### src/rtl/ssm_scan_ctrl.sv
// Four-digit seven-segment scan controller with frame snapshot and blink.
// Define SSM_LZB_EN to blank a leading zero in digit 3.
module ssm_scan_ctrl #(
  parameter int SCAN_DIV  = 50000,
  parameter int DEAD_CYC  = 4,
  parameter int BLINK_DIV = 25
) (
  input  logic        clk,
  input  logic        rst,
  input  logic [15:0] digits,
  input  logic [3:0]  blink_mask,
  output logic [3:0]  dec_sel,
  input  logic [6:0]  seg_in,
  output logic [6:0]  seg_out,
  output logic [3:0]  an_n,
  output logic        frame_start
);

  localparam int CMAX = (SCAN_DIV > DEAD_CYC) ? SCAN_DIV : DEAD_CYC;
  localparam int CW   = (CMAX > 1) ? $clog2(CMAX) : 1;
  localparam int FW   = (BLINK_DIV > 1) ? $clog2(BLINK_DIV) : 1;

  localparam logic [0:0] BLANK = 1'b0;
  localparam logic [0:0] SHOW  = 1'b1;

  logic [0:0]    state, state_nxt;
  logic [1:0]    idx, idx_nxt;
  logic [CW-1:0] cnt, cnt_nxt;
  logic [15:0]   snap, snap_nxt;
  logic [FW-1:0] frame_cnt;
  logic          blink_phase;
  logic          frame_tick;
  logic [3:0]    cur_dig;
  logic          lz_blank;
  logic          visible;

  assign frame_tick  = (state == BLANK) && (idx == 2'd0)
                     && (cnt == '0);
  assign frame_start = frame_tick;
  assign snap_nxt    = frame_tick ? digits : snap;

  always_comb begin
    state_nxt = state;
    idx_nxt   = idx;
    cnt_nxt   = cnt + CW'(1);
    case (state)
      BLANK: begin
        if (cnt == CW'(DEAD_CYC - 1)) begin
          state_nxt = SHOW;
          cnt_nxt   = '0;
        end
      end
      default: begin
        if (cnt == CW'(SCAN_DIV - 1)) begin
          state_nxt = BLANK;
          cnt_nxt   = '0;
          idx_nxt   = idx + 2'd1;
        end
      end
    endcase
  end

  assign cur_dig = snap_nxt[{idx_nxt, 2'b00} +: 4];

`ifdef SSM_LZB_EN
  assign lz_blank = (idx_nxt == 2'd3) && (cur_dig == 4'd0);
`else
  assign lz_blank = 1'b0;
`endif

  assign visible = (cur_dig <= 4'd9)
                 && !(blink_mask[idx_nxt] && blink_phase)
                 && !lz_blank;

  // outputs are loaded for the state being entered, so they move with it
  always_ff @(posedge clk) begin
    if (rst) begin
      state       <= BLANK;
      idx         <= 2'd0;
      cnt         <= '0;
      snap        <= '0;
      frame_cnt   <= '0;
      blink_phase <= 1'b0;
      an_n        <= 4'hF;
      seg_out     <= 7'h7F;
      dec_sel     <= 4'd0;
    end else begin
      state <= state_nxt;
      idx   <= idx_nxt;
      cnt   <= cnt_nxt;
      if (frame_tick) begin
        snap <= digits;
        if (frame_cnt == FW'(BLINK_DIV - 1)) begin
          frame_cnt   <= '0;
          blink_phase <= ~blink_phase;
        end else begin
          frame_cnt <= frame_cnt + FW'(1);
        end
      end
      if (state_nxt == SHOW) begin
        an_n    <= ~(4'b0001 << idx_nxt);
        seg_out <= visible ? seg_in : 7'h7F;
      end else begin
        an_n    <= 4'hF;
        seg_out <= 7'h7F;
        dec_sel <= cur_dig;
      end
    end
  end

endmodule

### config.mk
export PLATFORM = sky130hd
export DESIGN_NAME = ssm_scan_ctrl
export DESIGN_NICKNAME = d
export VERILOG_FILES = /design/src/rtl/ssm_scan_ctrl.sv
export SDC_FILE = /design/constraint.sdc
export NUM_CORES = 1
export LEC_CHECK = 0
export ABC_CLOCK_PERIOD_IN_PS = 2400
export BUFFER_PORTS_ARGS = -buffer_cell sky130_fd_sc_hd__buf_4
export CORE_MARGIN = 2
export CORE_UTILIZATION = 50
export DETAILED_ROUTE_END_ITERATION = 16
export HOLD_SLACK_MARGIN = 0.15
export PLACE_DENSITY = 0.86
export RECOVER_POWER = 50
export SLEW_MARGIN = 20
export SYNTH_ARGS = -nofsm -noshare
export SYNTH_HDL_FRONTEND = slang
export SYNTH_SLANG_ARGS = --single-unit
export TNS_END_PERCENT = 1
### constraint.sdc
create_clock -name clk -period 2.4 [get_ports clk]
set_input_delay 0.24 -clock clk [delete_from_list [all_inputs] [get_ports clk]]
set_output_delay 0.24 -clock clk [all_outputs]
set_load 0.01 [all_outputs]
==> results of run 1 <==
## synthesized netlist by cell type, types with 2 or more instances
cell type	n
o21ai_0	11
nand3_1	11
mux2_2	4
buf_2	3
nand2_1	33
xnor2_1	10
a21oi_1	15
a22oi_1	8
clkbuf_1	4
xor2_1	9
o211ai_2	3
or2_2	3
nor4_1	2
nor3_1	10
nor2b_1	6
mux2i_1	5
or3_1	4
ha_1	5
dfxtp_1	56
inv_1	8
nand4_1	7
o21bai_1	2
nor2_1	35
and3_1	3
## final cells by class
class                      instances  area share
sequential                        56       0.342
tap                               67      0.0255
multi-input combinational        206       0.417
inverter                           9      0.0110
clock buffer                       5      0.0209
clock inverter                     3     0.00722
timing repair buffer              83       0.177
## cells by family (layout without fill, tap and decap cells)
kind of cell	Yosys count	in the layout	share of synthesized area
AOI/OAI and AO/OA	47	47	0.131
xor gates and xnor gates	19	19	0.0663
adders and majority gates	5	5	0.0249
buffers and inverters	18	100	0.0329
DFF	56	56	0.447
muxes	10	10	0.0424
and+or+nand+nor	125	125	0.256
## flip-flops by register name, summed over array words and instances, names as in the netlist
| signal | cells |
|---|---|
| an_n | 4 |
| blink_phase | 1 |
| cnt | 16 |
| dec_sel | 4 |
| frame_cnt | 5 |
| idx | 2 |
| seg_out | 7 |
| snap | 16 |
| state | 1 |
## metal layers
metal | share of wire | vias up | global-route usage | wire [um]
met3 | 0.047 | 19 | 0.0388 | 300
met4 | 0.028 | 0 | 0.0694 | 175
li1 | - | 1135 | - | -
met5 | 0 | - | 0 | 0
met1 | 0.42 | 1079 | 0.272 | 2650
met2 | 0.51 | 78 | 0.399 | 3200
## tightest hold or removal path: cells and delay by family
| family | cells | cell delay (ns) |
|---|---|---|
| buf+inv | 1 | 0.09 |
| simple gates | 2 | 0.13 |
## metrics by stage
| step | hold WS [ns] | std cells | util | area (um2) |
|---|---|---|---|---|
| 5_1_grt | 0.153 | 429 | 0.688 | 3290 |
| 2_1_floorplan | 0.347 | 280 | - | 2540 |
| 3_5_place_dp | 0.440 | 406 | 0.641 | 3070 |
| 3_3_place_gp | 0.437 | 406 | 0.641 | 3070 |
| 6_report | 0.185 | 429 | 0.688 | 3290 |
| 4_1_cts | 0.163 | 424 | 0.683 | 3270 |
## power by group
group	internal (mW)	leakage, nW	switching, mW
Sequential	0.996	0.458	0.0330
Combinational	0.213	0.807	0.211
Clock	0.207	0.0404	0.308
## timing repair
action | in CTS | in global routing
resized for setup | 4 | 12
pin swaps | 3 | 8
hold endpoints to repair | 6 | 0
hold buffers | 6 | 0
setup buffers | 4 | 5
setup endpoints to repair | 7 | 9
## final timing paths
path,from,end,slack [ns],cells past startpoint
min reg2reg,dec_sel[1],dec_sel[1],0.47,1
max,cnt[15],seg_out[4],-0.08,8
max reg2reg,cnt[15],seg_out[4],-0.08,8
min,seg_in[4],seg_out[4],0.19,3
==> run_results.csv, run 1 <==
group,metric,value,unit
synth,ys_warn_count,0,
sta,finalClockSkew,0.0102,ns
power_and_ir_drop,powerDensity,598,mW/mm2
synth,ys_seq_area_frac,0.447,
placed_design,dpl.hpwl,4440,um
flow_run,maxCapViolations,0,
layout,layout_common_cells,"buf_4 (62), dfxtp_1 (52), nor2_1 (35)",
sta,setup_viol,8,
drt,drt_wl_total,6330,um
grt,grt_antenna_before_repair,0,
outcome,status,"finished with violations",
synth,syn_area_per_cell,8.96,um2
clocking,numCtsBuffers,5,
sta,rsz0062_at_grt,"true",
setup_path,worstPathCellList,"buf_4 -> nand4_1 -> or3_4 -> o211ai_4 -> nand2_2 -> a222oi_1 -> a31o_2 -> nand2_1",
layout,final_common_cell,"buf_4",
clocking,path_clk_slew,0.10,ns
drt,wire_per_inst,14.7,um
drt,antenna_left,0,
setup_path,crit_family,"compound AO/OA/AOI/OAI gates",
sta,report.final.hold_viol_count,0,
sta,layout_setup_ws,-0.0775,ns
clocking,cts_sinks,56,
synth,netlist_top_cells_area,"dfxtp_1 (45%), nor2_1 (5.2%), nand2_1 (4.9%), xnor2_1 (3.5%), xor2_1 (3.1%)",
synth,yosys.area.top_type,"dfxtp_1",
sta,min_period,2.48,ns
synth,ys_ff_latch,56,
grt,grt-ovfl-total,0,
layout,n_fill_cell,386,
setup_path,cpMaxStageDelayCell,"or3_4",
synth,synth_cells,280,
sta,max_freq,0.404,GHz
floorplanning,die_w,74.8,um
setup_path,worstPathRequired,2.59,ns
floorplanning,io_pins,45,
layout,n_antenna_cell,0,
synth,synthArstFlopShare,0,
synth,synth_nets,314,
floorplanning,rows,25,
sta,slew_headroom,0.665,
synth,synth_edf_count,0,
sta,fin_tns_setup,-0.456,ns
setup_path,cpPeakStageDelay,0.46,ns
setup_path,cp.arrival,2.67,ns
sta,fin_crit_sh,1.03,
worst_hold_path,hp-class,"input pin to flip-flop",
clocking,root_buffer,"clkbuf_8",
layout,multiInputGateArea,0.00137,mm2
setup_path,timing.critical_path.buf_inv,1,
clocking,cts_tree,"built",
clocking,clk_latency,0.31,ns
setup_path,worstSetupPathType,"flip-flop to flip-flop",
placed_design,gp_congestion,0.886,
clocking,cts_buffer_depth,2,
outcome,violations,"negative setup slack",
drt,first_pass_iters,4,
synth,synth_area,0.00251,mm2
grt,grt_pass1_vias,2267,
layout,nNetsFinal,395,
synth,synthFlopType,"dfxtp_1",
floorplanning,core-area,0.00479,mm2
floorplanning,dieArea,0.00560,mm2
grt,grt_pass1_wl,9740,um
floorplanning,die_h,74.8,um
drt,drc_errors,0,
power_and_ir_drop,ir_worst_vdd,0.383,mV
setup_path,critPathLaunchType,"flip-flop",
power_and_ir_drop,power.leakage,1.31,nW
sta,slew_violations,0,
layout,layout-drive-gt1-share,0.298,
grt,track_usage,0.223,
placed_design,pre_cts_slack,-0.0435,ns
setup_path,cp_max_fo,7,
synth,yosysUniqueCellTypes,47,
layout,syn_to_final_growth,31.3,%
drt,via_per_inst,5.39,
drt,vias,2311,
grt,grt_max_degree,25,
synth,synth_top_cell_area_share,0.447,
placed_design,portBuffers,44,
sta,worst_pin_slew,0.501,ns
layout,seqCellArea,0.00113,mm2
clocking,htreeDepth,2,
floorplanning,start_util,0.524,
drt,drtIter0Drc,183,
power_and_ir_drop,total_power,1.97,mW
setup_path,endpoint_kind,"flip-flop",
Note: power is estimated with default switching activity, not from simulation.
==> run 2, diff against run 1 <==
- CELL_PAD_IN_SITES_DETAIL_PLACEMENT: default -> 0
- CELL_PAD_IN_SITES_GLOBAL_PLACEMENT: default -> 1
- CORE_UTILIZATION: 50 -> 37
- PLACE_DENSITY: 0.86 -> 0.84
==> run 2 against run 1 <==
  * First-iteration DRC count is 51% lower
  * Highest routed layer unchanged
  * Sequential power hardly changed
  * The run still ends with negative setup slack left
  * Register-to-register slack better by 0.06 ns
  * Die area is 33% higher
  * Design area hardly changed
  * Non-clock buffer count is 1 lower
  * Final cell count is 2.8% higher
  * Wire length is 4.3% lower
  * Maximum frequency is 2.4% higher
  * Core utilization is 19 points lower
==> run_results.csv, run 2 (synthesis gave the netlist of run 1 again) <==
group,metric,value,unit
drt,wire_per_inst,13.7,um
worst_hold_path,hp-class,"input pin to flip-flop",
layout,nNetsFinal,394,
power_and_ir_drop,powerDensity,603,mW/mm2
drt,via_per_inst,5.06,
sta,fin_crit_sh,1.01,
power_and_ir_drop,ir_worst_vdd,0.243,mV
worst_hold_path,holdPathStages,3,
floorplanning,start_util,0.375,
setup_path,reg2regPathDepth,7,
sta,setup_viol,8,
clocking,clk_latency,0.32,ns
sta,rsz0062_at_grt,"true",
setup_path,cp.arrival,2.63,ns
clocking,cts_sinks,56,
setup_path,critPathLaunchType,"flip-flop",
grt,grt_max_degree,25,
drt,drt_wl_total,6050,um
sta,min_period,2.42,ns
layout,syn_to_final_growth,31.4,%
clocking,root_buffer,"clkbuf_8",
placed_design,dpl.cell_count,422,
power_and_ir_drop,total_power,1.99,mW
drt,first_pass_iters,4,
placed_design,gp_congestion,0.865,
layout,layout-drive-gt1-share,0.280,
grt,grt_antenna_before_repair,0,
drt,antenna_left,0,
drt,drc_errors,0,
placed_design,dpl.hpwl,4420,um
setup_path,worstSetupPathType,"flip-flop to flip-flop",
sta,slew_headroom,0.698,
layout,layout_common_cells,"buf_4 (60), dfxtp_1 (55), nor2_1 (35)",
grt,grt-ovfl-total,0,
grt,grt_pass1_vias,2199,
flow_run,maxCapViolations,0,
layout,final_common_cell,"buf_4",
outcome,violations,"negative setup slack",
floorplanning,die_w,86.3,um
clocking,numCtsBuffers,5,
drt,drtIter0Drc,90,
power_and_ir_drop,power.leakage,1.30,nW
layout,top_regs,"cnt (16), snap (16), seg_out (7)",
sta,worst_pin_slew,0.451,ns
layout,n_antenna_cell,0,
layout,final_core_util,0.493,
clocking,htreeDepth,2,
clocking,path_clk_slew,0.11,ns
sta,hold_ws,0.189,ns
floorplanning,core-area,0.00668,mm2
layout,n_fill_cell,656,
layout,layoutNonFillerInstCount,441,
floorplanning,rows,30,
sta,max_freq,0.413,GHz
grt,track_usage,0.169,
setup_path,endpoint_kind,"flip-flop",
setup_path,cp_max_fo,7,
sta,report.final.hold_viol_count,0,
sta,layout_setup_ws,-0.0191,ns
drt,vias,2230,
floorplanning,die_h,86.3,um
clocking,cts_tree,"built",
sta,slew_violations,0,
grt,grt_pass1_wl,10000,um
sta,finalClockSkew,0.0130,ns
clocking,cts_buffer_depth,2,
floorplanning,io_pins,45,
setup_path,worstPathRequired,2.61,ns
floorplanning,dieArea,0.00745,mm2
outcome,status,"finished with violations",
placed_design,portBuffers,44,
-- run 2: cell types whose count changed in the layout (fill, tap and decap cells not counted), sizes merged --
| cell | change |
|---|---|
| buf | -2 |
| clkbuf | +1 |
| clkinv | -1 |
| dlygate4sd3 | +1 |
-- run 2: layout make-up --
type,instances,area (um2),area share
inverters,9,36.3,0.0110
multi-input cells,206,1360,0.413
flip-flops and latches,56,1120,0.341
well taps,80,100,0.0304
clock buffers,6,82.6,0.0251
repair buffers,82,577,0.175
clock inverters,2,15.0,0.00456
-- run 2: worst paths after layout --
| kind | to | slack [ns] | from |
|---|---|---|---|
| max | seg_out[2] | -0.02 | cnt[11] |
| min | snap[4] | 0.19 | digits[4] |
| max reg2reg | seg_out[2] | -0.02 | cnt[11] |
| min reg2reg | dec_sel[1] | 0.47 | dec_sel[1] |
-- run 2: worst max-delay path, stage by stage, from the launching register on --
cell,delay [ns]
dfxtp_4,0.38
nor4_4,0.38
nand4_4,0.16
nor2_4,0.24
mux2_4,0.33
a222oi_1,0.44
a31o_2,0.31
nand2_1,0.07
-- run 2: timing repair --
item | CTS | global route
endpoints found under the setup margin | 7 | 8
endpoints found under the hold margin | 7 | 0
resized for setup | 6 | 7
setup buffers | 0 | 4
pin swaps | 1 | 9
hold buffers | 7 | 0
cloned | 0 | 0
-- run 2: metal layers --
layer / track usage / routed length, um
met1: 0.214 / 2760
met2: 0.290 / 2980
met3: 0.0381 / 236
met4: 0.0483 / 80
met5: 0 / 0
-- run 2: through the flow --
| step | setup TNS, ns | cell area (um2) | setup slack (ns) |
|---|---|---|---|
| floorplan | 0 | 2540 | 0.0227 |
| global placement | -0.000714 | 3110 | -0.000399 |
| detailed placement | -0.532 | 3110 | -0.0788 |
| CTS | 0 | 3290 | 0.00526 |
| global route | -0.970 | 3300 | -0.133 |
| finish | -0.110 | 3300 | -0.0191 |
-- run 2: power by group --
group | total, mW | leakage (nW) | switching (mW) | internal, mW
sequential | 1.03 | 0.458 | 0.0309 | 0.994
combinational | 0.405 | 0.804 | 0.205 | 0.200
clock | 0.557 | 0.0434 | 0.323 | 0.235
